===== src/rtl/uart_rx_cfg_if.sv =====
`timescale 1ns/1ps
// Configuration, serial line and received-word signals of the configurable UART receiver.
interface uart_rx_cfg_if #(
  parameter int DIV_W = 16
) ();
  logic [DIV_W-1:0] baud_div;
  logic [1:0]       data_bits;
  logic [1:0]       parity_mode;
  logic             stop_bits;
  logic             Rs232_Rx;
  logic [7:0]       data_byte;
  logic             Rx_Done;
  logic             parity_err;
  logic             frame_err;
  logic             busy;

  modport master (
    output baud_div, data_bits, parity_mode, stop_bits, Rs232_Rx,
    input  data_byte, Rx_Done, parity_err, frame_err, busy
  );

  modport slave (
    input  baud_div, data_bits, parity_mode, stop_bits, Rs232_Rx,
    output data_byte, Rx_Done, parity_err, frame_err, busy
  );
endinterface


===== src/rtl/uart_rx_cfg.sv =====
`timescale 1ns/1ps
// Configurable UART receiver: 16x oversampling with 6-sample majority vote,
// 5-8 data bits, none/even/odd parity, 1 or 2 stop bits, programmable divisor.
module uart_rx_cfg #(
  parameter int OVERSAMPLE = 16,
  parameter int DIV_W      = 16
) (
  input  logic         Clk,
  input  logic         Rst_n,
  uart_rx_cfg_if.slave bus
);

  localparam logic [3:0] PH_LAST   = 4'(OVERSAMPLE - 1);
  localparam logic [3:0] PH_WIN_LO = 4'd6;
  localparam logic [3:0] PH_WIN_HI = 4'd11;
  localparam logic [3:0] PH_DECIDE = 4'd12;

  typedef enum logic [2:0] {
    S_IDLE   = 3'd0,
    S_START  = 3'd1,
    S_DATA   = 3'd2,
    S_PARITY = 3'd3,
    S_STOP   = 3'd4
  } state_e;

  function automatic logic parity_bad(input logic [7:0] word, input logic par_bit,
                                      input logic odd);
    return (((^word) ^ par_bit) != odd);
  endfunction

  state_e           state_q, state_d;
  logic             sync1_q, sync2_q, dly1_q, dly2_q;
  logic [DIV_W-1:0] div_cnt_q, div_cnt_d;
  logic [3:0]       ph_q, ph_d;
  logic [2:0]       acc_q, acc_d;
  logic [2:0]       bit_idx_q, bit_idx_d;
  logic             stop_idx_q, stop_idx_d;
  logic [7:0]       shift_q, shift_d;
  logic             perr_pend_q, perr_pend_d;
  logic             ferr_pend_q, ferr_pend_d;
  logic [DIV_W-1:0] baud_div_q, baud_div_d;
  logic [1:0]       data_bits_q, data_bits_d;
  logic [1:0]       parity_mode_q, parity_mode_d;
  logic             stop_bits_q, stop_bits_d;
  logic [7:0]       data_byte_q, data_byte_d;
  logic             rx_done_q, rx_done_d;
  logic             parity_err_q, parity_err_d;
  logic             frame_err_q, frame_err_d;
  logic             busy_q;

  logic fall_s, tick_s, in_win_s, mid_s, wrap_s, vote_s, par_en_s;

  // Falling edge is taken from the delayed pair so metastability never reaches it.
  assign fall_s   = dly2_q & ~dly1_q;
  assign tick_s   = (state_q != S_IDLE) && (div_cnt_q == baud_div_q);
  assign in_win_s = (ph_q >= PH_WIN_LO) && (ph_q <= PH_WIN_HI);
  assign mid_s    = tick_s && (ph_q == PH_DECIDE);
  assign wrap_s   = tick_s && (ph_q == PH_LAST);
  assign vote_s   = (acc_q >= 3'd4);
  assign par_en_s = (parity_mode_q == 2'd1) || (parity_mode_q == 2'd2);

  // Line synchroniser and edge-detect delay chain.
  always_ff @(posedge Clk or negedge Rst_n) begin
    if (!Rst_n) begin
      sync1_q <= 1'b1;
      sync2_q <= 1'b1;
      dly1_q  <= 1'b1;
      dly2_q  <= 1'b1;
    end else begin
      sync1_q <= bus.Rs232_Rx;
      sync2_q <= sync1_q;
      dly1_q  <= sync2_q;
      dly2_q  <= dly1_q;
    end
  end

  // Frame state, counters, latched configuration and output registers.
  always_ff @(posedge Clk or negedge Rst_n) begin
    if (!Rst_n) begin
      state_q       <= S_IDLE;
      div_cnt_q     <= {DIV_W{1'b0}};
      ph_q          <= 4'd0;
      acc_q         <= 3'd0;
      bit_idx_q     <= 3'd0;
      stop_idx_q    <= 1'b0;
      shift_q       <= 8'd0;
      perr_pend_q   <= 1'b0;
      ferr_pend_q   <= 1'b0;
      baud_div_q    <= {DIV_W{1'b0}};
      data_bits_q   <= 2'd0;
      parity_mode_q <= 2'd0;
      stop_bits_q   <= 1'b0;
      data_byte_q   <= 8'd0;
      rx_done_q     <= 1'b0;
      parity_err_q  <= 1'b0;
      frame_err_q   <= 1'b0;
      busy_q        <= 1'b0;
    end else begin
      state_q       <= state_d;
      div_cnt_q     <= div_cnt_d;
      ph_q          <= ph_d;
      acc_q         <= acc_d;
      bit_idx_q     <= bit_idx_d;
      stop_idx_q    <= stop_idx_d;
      shift_q       <= shift_d;
      perr_pend_q   <= perr_pend_d;
      ferr_pend_q   <= ferr_pend_d;
      baud_div_q    <= baud_div_d;
      data_bits_q   <= data_bits_d;
      parity_mode_q <= parity_mode_d;
      stop_bits_q   <= stop_bits_d;
      data_byte_q   <= data_byte_d;
      rx_done_q     <= rx_done_d;
      parity_err_q  <= parity_err_d;
      frame_err_q   <= frame_err_d;
      busy_q        <= (state_d != S_IDLE);
    end
  end

  // Tick/phase/vote datapath and next-state decode.
  always_comb begin
    state_d       = state_q;
    div_cnt_d     = div_cnt_q;
    ph_d          = ph_q;
    acc_d         = acc_q;
    bit_idx_d     = bit_idx_q;
    stop_idx_d    = stop_idx_q;
    shift_d       = shift_q;
    perr_pend_d   = perr_pend_q;
    ferr_pend_d   = ferr_pend_q;
    baud_div_d    = baud_div_q;
    data_bits_d   = data_bits_q;
    parity_mode_d = parity_mode_q;
    stop_bits_d   = stop_bits_q;
    data_byte_d   = data_byte_q;
    parity_err_d  = parity_err_q;
    frame_err_d   = frame_err_q;
    rx_done_d     = 1'b0;

    if (tick_s) begin
      div_cnt_d = {DIV_W{1'b0}};
      ph_d      = (ph_q == PH_LAST) ? 4'd0 : (ph_q + 4'd1);
      if (in_win_s) begin
        acc_d = acc_q + {2'b00, sync2_q};
      end else if (ph_q == PH_DECIDE) begin
        acc_d = 3'd0;
      end else begin
        acc_d = acc_q;
      end
    end else if (state_q != S_IDLE) begin
      div_cnt_d = div_cnt_q + DIV_W'(1);
    end else begin
      div_cnt_d = {DIV_W{1'b0}};
    end

    case (state_q)
      S_IDLE: begin
        div_cnt_d  = {DIV_W{1'b0}};
        ph_d       = 4'd0;
        acc_d      = 3'd0;
        bit_idx_d  = 3'd0;
        stop_idx_d = 1'b0;
        if (fall_s) begin
          state_d       = S_START;
          baud_div_d    = bus.baud_div;
          data_bits_d   = bus.data_bits;
          parity_mode_d = bus.parity_mode;
          stop_bits_d   = bus.stop_bits;
          shift_d       = 8'd0;
          perr_pend_d   = 1'b0;
          ferr_pend_d   = 1'b0;
        end else begin
          state_d = S_IDLE;
        end
      end
      S_START: begin
        // A start bit that votes mostly high is treated as a glitch.
        if (mid_s && (acc_q >= 3'd3)) begin
          state_d = S_IDLE;
        end else if (wrap_s) begin
          state_d = S_DATA;
        end else begin
          state_d = S_START;
        end
      end
      S_DATA: begin
        if (mid_s) begin
          shift_d[bit_idx_q] = vote_s;
        end else if (wrap_s) begin
          if (bit_idx_q == ({1'b0, data_bits_q} + 3'd4)) begin
            bit_idx_d = 3'd0;
            state_d   = par_en_s ? S_PARITY : S_STOP;
          end else begin
            bit_idx_d = bit_idx_q + 3'd1;
          end
        end else begin
          state_d = S_DATA;
        end
      end
      S_PARITY: begin
        if (mid_s) begin
          perr_pend_d = parity_bad(shift_q, vote_s, parity_mode_q == 2'd2);
        end else if (wrap_s) begin
          state_d = S_STOP;
        end else begin
          state_d = S_PARITY;
        end
      end
      S_STOP: begin
        // The final stop bit is decided at its centre so back-to-back frames resync.
        if (mid_s) begin
          if (stop_idx_q == stop_bits_q) begin
            data_byte_d  = shift_q;
            parity_err_d = perr_pend_q;
            frame_err_d  = ferr_pend_q | ~vote_s;
            rx_done_d    = 1'b1;
            state_d      = S_IDLE;
          end else begin
            ferr_pend_d = ferr_pend_q | ~vote_s;
          end
        end else if (wrap_s) begin
          stop_idx_d = 1'b1;
        end else begin
          state_d = S_STOP;
        end
      end
      default: begin
        state_d = S_IDLE;
      end
    endcase
  end

  assign bus.data_byte  = data_byte_q;
  assign bus.Rx_Done    = rx_done_q;
  assign bus.parity_err = parity_err_q;
  assign bus.frame_err  = frame_err_q;
  assign bus.busy       = busy_q;

endmodule


===== src/flat_wrapper.sv =====
// flat-port wrapper written by rule: the top's interface ports become plain ports
module uart_rx_cfg_flat 
#(
  parameter int OVERSAMPLE = 16,
  parameter int DIV_W      = 16
)
  (Clk, Rst_n, bus_baud_div, bus_data_bits, bus_parity_mode, bus_stop_bits, bus_Rs232_Rx, bus_data_byte, bus_Rx_Done, bus_parity_err, bus_frame_err, bus_busy);
  uart_rx_cfg_if #(.DIV_W(DIV_W)) bus_i ();
  input  logic Clk;
  input  logic Rst_n;
  input wire logic [$bits(bus_i.baud_div)-1:0] bus_baud_div;
  input wire logic [$bits(bus_i.data_bits)-1:0] bus_data_bits;
  input wire logic [$bits(bus_i.parity_mode)-1:0] bus_parity_mode;
  input wire logic [$bits(bus_i.stop_bits)-1:0] bus_stop_bits;
  input wire logic [$bits(bus_i.Rs232_Rx)-1:0] bus_Rs232_Rx;
  output wire logic [$bits(bus_i.data_byte)-1:0] bus_data_byte;
  output wire logic [$bits(bus_i.Rx_Done)-1:0] bus_Rx_Done;
  output wire logic [$bits(bus_i.parity_err)-1:0] bus_parity_err;
  output wire logic [$bits(bus_i.frame_err)-1:0] bus_frame_err;
  output wire logic [$bits(bus_i.busy)-1:0] bus_busy;
  assign bus_i.baud_div = bus_baud_div;
  assign bus_i.data_bits = bus_data_bits;
  assign bus_i.parity_mode = bus_parity_mode;
  assign bus_i.stop_bits = bus_stop_bits;
  assign bus_i.Rs232_Rx = bus_Rs232_Rx;
  assign bus_data_byte = bus_i.data_byte;
  assign bus_Rx_Done = bus_i.Rx_Done;
  assign bus_parity_err = bus_i.parity_err;
  assign bus_frame_err = bus_i.frame_err;
  assign bus_busy = bus_i.busy;
  uart_rx_cfg #(.OVERSAMPLE(OVERSAMPLE), .DIV_W(DIV_W)) u_core (.Clk(Clk), .Rst_n(Rst_n), .bus(bus_i));
endmodule

===== config.mk =====
export PLATFORM = sky130hd
export DESIGN_NAME = uart_rx_cfg_flat
export DESIGN_NICKNAME = d
export VERILOG_FILES = /design/src/rtl/uart_rx_cfg_if.sv /design/src/rtl/uart_rx_cfg.sv /design/src/flat_wrapper.sv
export SDC_FILE = /design/constraint.sdc
export NUM_CORES = 1
export LEC_CHECK = 0
export BUFFER_PORTS_ARGS = -buffer_cell sky130_fd_sc_hd__buf_2
export CORE_UTILIZATION = 40
export CTS_CLUSTER_DIAMETER = 100
export DETAILED_ROUTE_END_ITERATION = 6
export SLEW_MARGIN = 20
export SYNTH_ARGS = -nofsm -noshare
export SYNTH_HDL_FRONTEND = slang
export SYNTH_SLANG_ARGS = --single-unit

===== constraint.sdc =====
create_clock -name Clk -period 4.9 [get_ports Clk]
set_input_delay 0.49 -clock Clk [delete_from_list [all_inputs] [get_ports Clk]]
set_output_delay 0.49 -clock Clk [all_outputs]
set_load 0.005 [all_outputs]

-- Yosys cells after proc, flatten, opt, wreduce, memory -nomap -nowiden
Index checks and enable logic that the tools add are counted.
- input bits: 24
- flip-flop bits (word level): 77
- output and inout port bits: 12
- word-level logic and storage cells: 128
- order comparisons: 6
- add/sub/neg operators: 5
- reduce and logical (&&, ||, !) cells: 24
- equality and inequality tests: 21
- bitwise logic cells: 5
- mux-type cells: 45
- operators with widths (kind ; number):
    3-bit 2-to-1 mux ; 17
    16-bit 2-to-1 mux ; 3
    16-bit by 1-bit adder with 16-bit output (second input constant) ; 1
    16-bit == test ; 1
    8-bit 2-to-1 mux ; 2
    8-bit case mux with 2 select lines ; 1
    3-bit case mux with 5 select lines ; 1
    3-bit AND reduction ; 5
    4-bit 2-to-1 mux ; 3
    2-bit by 1-bit != test with 1-bit output (second input constant) ; 6
    1-bit 2-to-1 mux ; 11
    3-bit nonzero test ; 3
    8-bit bitwise mux ; 1
    4-bit == test (second input constant) ; 2
    2-bit nonzero test ; 4
    8-bit parity ; 1
    3-bit by 2-bit == test with 1-bit output (second input constant) ; 2
    1-bit logical AND ; 6
    2-bit != test (second input constant) ; 3
    1-bit case mux with 2 select lines ; 3
    3-bit case mux with 2 select lines ; 1
    4-bit by 1-bit adder with 4-bit output (second input constant) ; 1
    4-bit by 3-bit greater-or-equal comparator with 1-bit output (second input constant) ; 1
    4-bit less-or-equal comparator (second input constant) ; 1
    24 further kinds ; 26

-- Logic depth before layout (Yosys ltp)
- depth after elaboration: 8
- mapped depth: 8
- gate-level depth less buffers: 8

-- Least setup slack after synthesis
OpenSTA, ideal clock, no wires.
- kind: flip-flop to flip-flop
- start: register u_core.div_cnt_q[5]
- end: register u_core.busy_q (netlist: u_core.bus.busy)
- cell stages (with the launch flop): 7
- data required time: 4.769 ns
- period minus slack after synthesis: 2.157 ns
- slack: 2.743 ns
- buffers on the path: 0
- arrival: 2.026 ns
- setup time: 0.131 ns
- path through: dfrtp_1 -> xor2_1 -> nor4_1 -> nand4_1 -> or3_1 -> a221o_1 -> or3_1
- cells in the longest elaborated chain, start to end: 7
- elaborated cells on any way between the ends: 15
- those cells by class: 1 x eq/ne; 9 x mux; 5 x reduce/logical
- RTL lines (item ; RTL line ; text):
    start: declaration ; uart_rx_cfg.sv:33 ; logic [DIV_W-1:0] div_cnt_q, div_cnt_d;
    start signal: assignment ; uart_rx_cfg.sv:81 ; div_cnt_q <= {DIV_W{1'b0}};
    start signal: assignment ; uart_rx_cfg.sv:100 ; div_cnt_q <= div_cnt_d;
    16-bit == test * ; uart_rx_cfg.sv:55 ; assign tick_s = (state_q != S_IDLE) && (div_cnt_q == baud_div_q);
    1-bit logical AND * ; uart_rx_cfg.sv:55 ;
    1-bit logical AND, on equally long branches ; uart_rx_cfg.sv:58, uart_rx_cfg.sv:57 ;
    3-bit 2-to-1 mux (tied with other cells) ; uart_rx_cfg.sv:221 ; end else if (wrap_s) begin
    3-bit 2-to-1 mux, on equally long branches ; - ;
    3-bit case mux with 5 select lines * ; uart_rx_cfg.sv:156 ; case (state_q)
    via u_core.state_d[1] ; uart_rx_cfg.sv:31 ; state_e state_q, state_d;
    3-bit nonzero test * ; uart_rx_cfg.sv:116 ; busy_q <= (state_d != S_IDLE);
    end signal: assignment ; uart_rx_cfg.sv:116 ;
    end: declaration ; uart_rx_cfg.sv:49 ; logic busy_q;
Mark *: on every way through the listed nets, which the timed path passes. The rest lies on a longest branch.
A chain may end at the register's enable or synchronous reset.

-- Final worst setup path
- start: register u_core.div_cnt_q[7]
- end: register u_core.data_byte_q[3] (netlist: u_core.bus.data_byte[3])
- cells in the longest elaborated chain, start to end: 4
- RTL lines (item ; RTL line ; text):
    16-bit == test ; uart_rx_cfg.sv:55 ;
    1-bit logical AND ; uart_rx_cfg.sv:55 ;
    1-bit logical AND ; uart_rx_cfg.sv:57 ; assign mid_s = tick_s && (ph_q == PH_DECIDE);
    3-bit AND reduction (no source line) ; - ;
    end signal: assignment ; uart_rx_cfg.sv:112 ; data_byte_q <= data_byte_d;
    end: declaration ; uart_rx_cfg.sv:45 ; logic [7:0] data_byte_q, data_byte_d;
No other way between the ends.

==> metrics.cfg <==
[final_layout]
n_antenna_cell=0
fin_nets=446
final_cell_area_mm2=0.00416
mostFrequentLayoutCell=nand2_1
final_layout_size_suffix_gt1_share_pct=16.7
fillers=868
final_cell_mix=nand2_1 (77), dfrtp_1 (73), buf_2 (34)
area_delta_synth_final_pct=12.5

[synth]
synth_area_mm2=0.00370
synth_top_area_cell=dfrtp_1
ys_ff_latch=77
synth_ff_type=dfrtp_1
synth_seq_area_share_pct=52.2
syn_area_per_cell_um2=9.78
synth_cells=378
synth_cell_types=41
ys_warn_count=0
synth_edf_count=0
synthTopCellsByArea=dfrtp_1 (49%), nand2_1 (7.8%), xor2_1 (5.7%)
synthArstFlopShare_pct=100
syn_nets=410
yosysTopAreaCellShare_pct=49.4

[outcome]
outcome=finished clean

[setup_path]
start_kind=flip-flop
crit_required_ps=5140
crit_path_end_kind=flip-flop
crit_arrival_ps=2870
path_max_fanout=21
critPathKind=reg2reg

[floorplanning]
initial_utilization_pct=41.8
rows=34
ios=36
dieHeight_um=98.2
die_w_um=98.2
coreArea_mm2=0.00885
die-area_mm2=0.00964

[clock_tree]
clock_path_buffers=2
cts-buffers-inserted=9
post_cts_buffers=0
cts_sinks=77
h-tree-depth=3
cts-resized-gates=0
cts_hold_buffers=0
clk_pin_slew_worst_paths_ps=70
insertion_delay_ps=350
cts_tree=done
cts-root-buf=clkbuf_8

[global_route]
grt.overflow.total=0
antenna_found_initial=0
grt_max_degree=78
grt_usage_pct=17.6
grt_pass1_vias=2694
grt_pass1_wl_mm=13.2

[detailed_routing]
routedWlPerCell_um=15.0
route.vias.total=2741
drtIter0Drc=88
drtPass1Iterations=6
drcViolationCount=0
routed_wl_mm=7.87
ant_nets=0
vias_per_cell=5.21

[job]
drv_cap=0

[hold_path]
min_path_type=in2async

[power_and_ir_drop]
cellPowerDensity_mw_per_mm2=340
p_leak_nw=2.04
vdd_drop_max_uv=123
p_total_mw=1.41

[sta]
clock.fmax_ghz=0.381
drv_slew=0
hold_viol_final=0
whs_ps=49.1
min_period_ps=2630
tns_ps=0
relSlewSlack_pct=30.1
rsz0062_at_grt=false
setup_viol=0
clock_skew_ps=8.76
min_period_over_period_pct=53.6
worst_pin_slew_ps=1040

[placed_design]
place_hpwl_mm=5.33
place.gp.congestion=0.806
place_area_mm2=0.00398
numPortBuffers=35

## area by class of cell
cell class	count	area, µm²	share of cell area [%]
flip-flops and latches	77	1930	46.4
multi-input cells	277	1670	40.1
repair buffers	39	228	5.47
clock buffers	13	149	3.58
well taps	108	135	3.25
inverters	10	37.5	0.902
clock inverters	2	10.0	0.241
## kinds of logic after synthesis
logic type / count (synthesis) / share of synthesized area, %
multiplexers: 14 / 4.13
buffers and inverters: 24 / 2.74
adder cells (fa/ha/maj): 8 / 2.71
AO/OA/AOI/OAI: 55 / 9.00
flip-flops: 77 / 52.2
XOR/XNOR: 40 / 9.47
AND/OR/NAND/NOR: 160 / 19.7
## registers in the layout, indices dropped and copies added, names as in the netlist
name,cells
u_core.bus.Rx_Done,1
u_core.bus.parity_err,1
u_core.stop_bits_q,1
u_core.bus.busy,1
u_core.stop_idx_q,1
u_core.data_bits_q,2
u_core.dly2_q,1
u_core.state_q,3
u_core.baud_div_q,16
u_core.bit_idx_q,3
u_core.sync2_q,1
u_core.sync1_q,1
u_core.ph_q,4
u_core.div_cnt_q,16
u_core.acc_q,3
u_core.perr_pend_q,1
u_core.bus.frame_err,1
u_core.bus.data_byte,8
u_core.ferr_pend_q,1
u_core.parity_mode_q,2
u_core.shift_q,8
u_core.dly1_q,1
## path summary, 6_finish.rpt
| path | cells after the start | slack (ps) | start | end |
|---|---|---|---|---|
| max | 7 | 2270 | u_core.div_cnt_q[7] | u_core.bus.data_byte[3] |
| min | 1 | 50 | Rst_n | u_core.div_cnt_q[3] |
| max reg2reg | 7 | 2270 | u_core.div_cnt_q[7] | u_core.bus.data_byte[3] |
| min reg2reg | 0 | 360 | u_core.sync1_q | u_core.sync2_q |
| max in group asynchronous | 2 | 4270 | Rst_n | u_core.bit_idx_q[2] |
| min in group Clk | 1 | 230 | bus_Rs232_Rx | u_core.sync1_q |
## metrics by stage
step,setup WS (ps),std cells,util [%]
2_1_floorplan,2740,378,-
3_3_place_gp,2350,510,44.9
3_5_place_dp,2220,510,44.9
4_1_cts,2230,525,46.7
5_1_grt,1980,526,47.0
6_report,2270,526,47.0
## Yosys cell counts, drive strengths merged, types with 2 or more instances
library cell / number
a21oi: 10
a22oi: 3
a31oi: 6
and2: 2
and3: 7
clkbuf: 13
dfrtp: 73
dfstp: 4
ha: 8
inv: 10
mux2: 10
mux2i: 4
nand2: 77
nand2b: 6
nand3: 11
nand4: 3
nor2: 29
nor2b: 2
nor3: 6
nor3b: 3
nor4: 5
o211ai: 3
o21ai: 23
o22ai: 2
o31ai: 3
or3: 7
xnor2: 16
xor2: 24
## layer usage
metal	global-route usage [%]	vias to the layer above	share of wire, %
met2	28.5	43	50
met4	6.54	0	1.3
met1	22.5	1345	45
met3	5.01	7	3.7
li1	-	1346	-
met5	0	-	0
## report_power, final
part	total (mW)	internal, mW	switching, mW	leakage [nW]
clock	0.413	0.194	0.219	0.0833
combinational	0.229	0.101	0.128	0.940
sequential	0.773	0.709	0.0636	1.02
## critical path, cell delays in order (launching register included)
cell and delay [ps]:
dfrtp_1 430, xor2_1 160, nor4_1 340, nand4_1 140, buf_4 230, nor3b_1 300
nand3_1 460, mux2_2 430
Power figures use the tool's default switching activity.
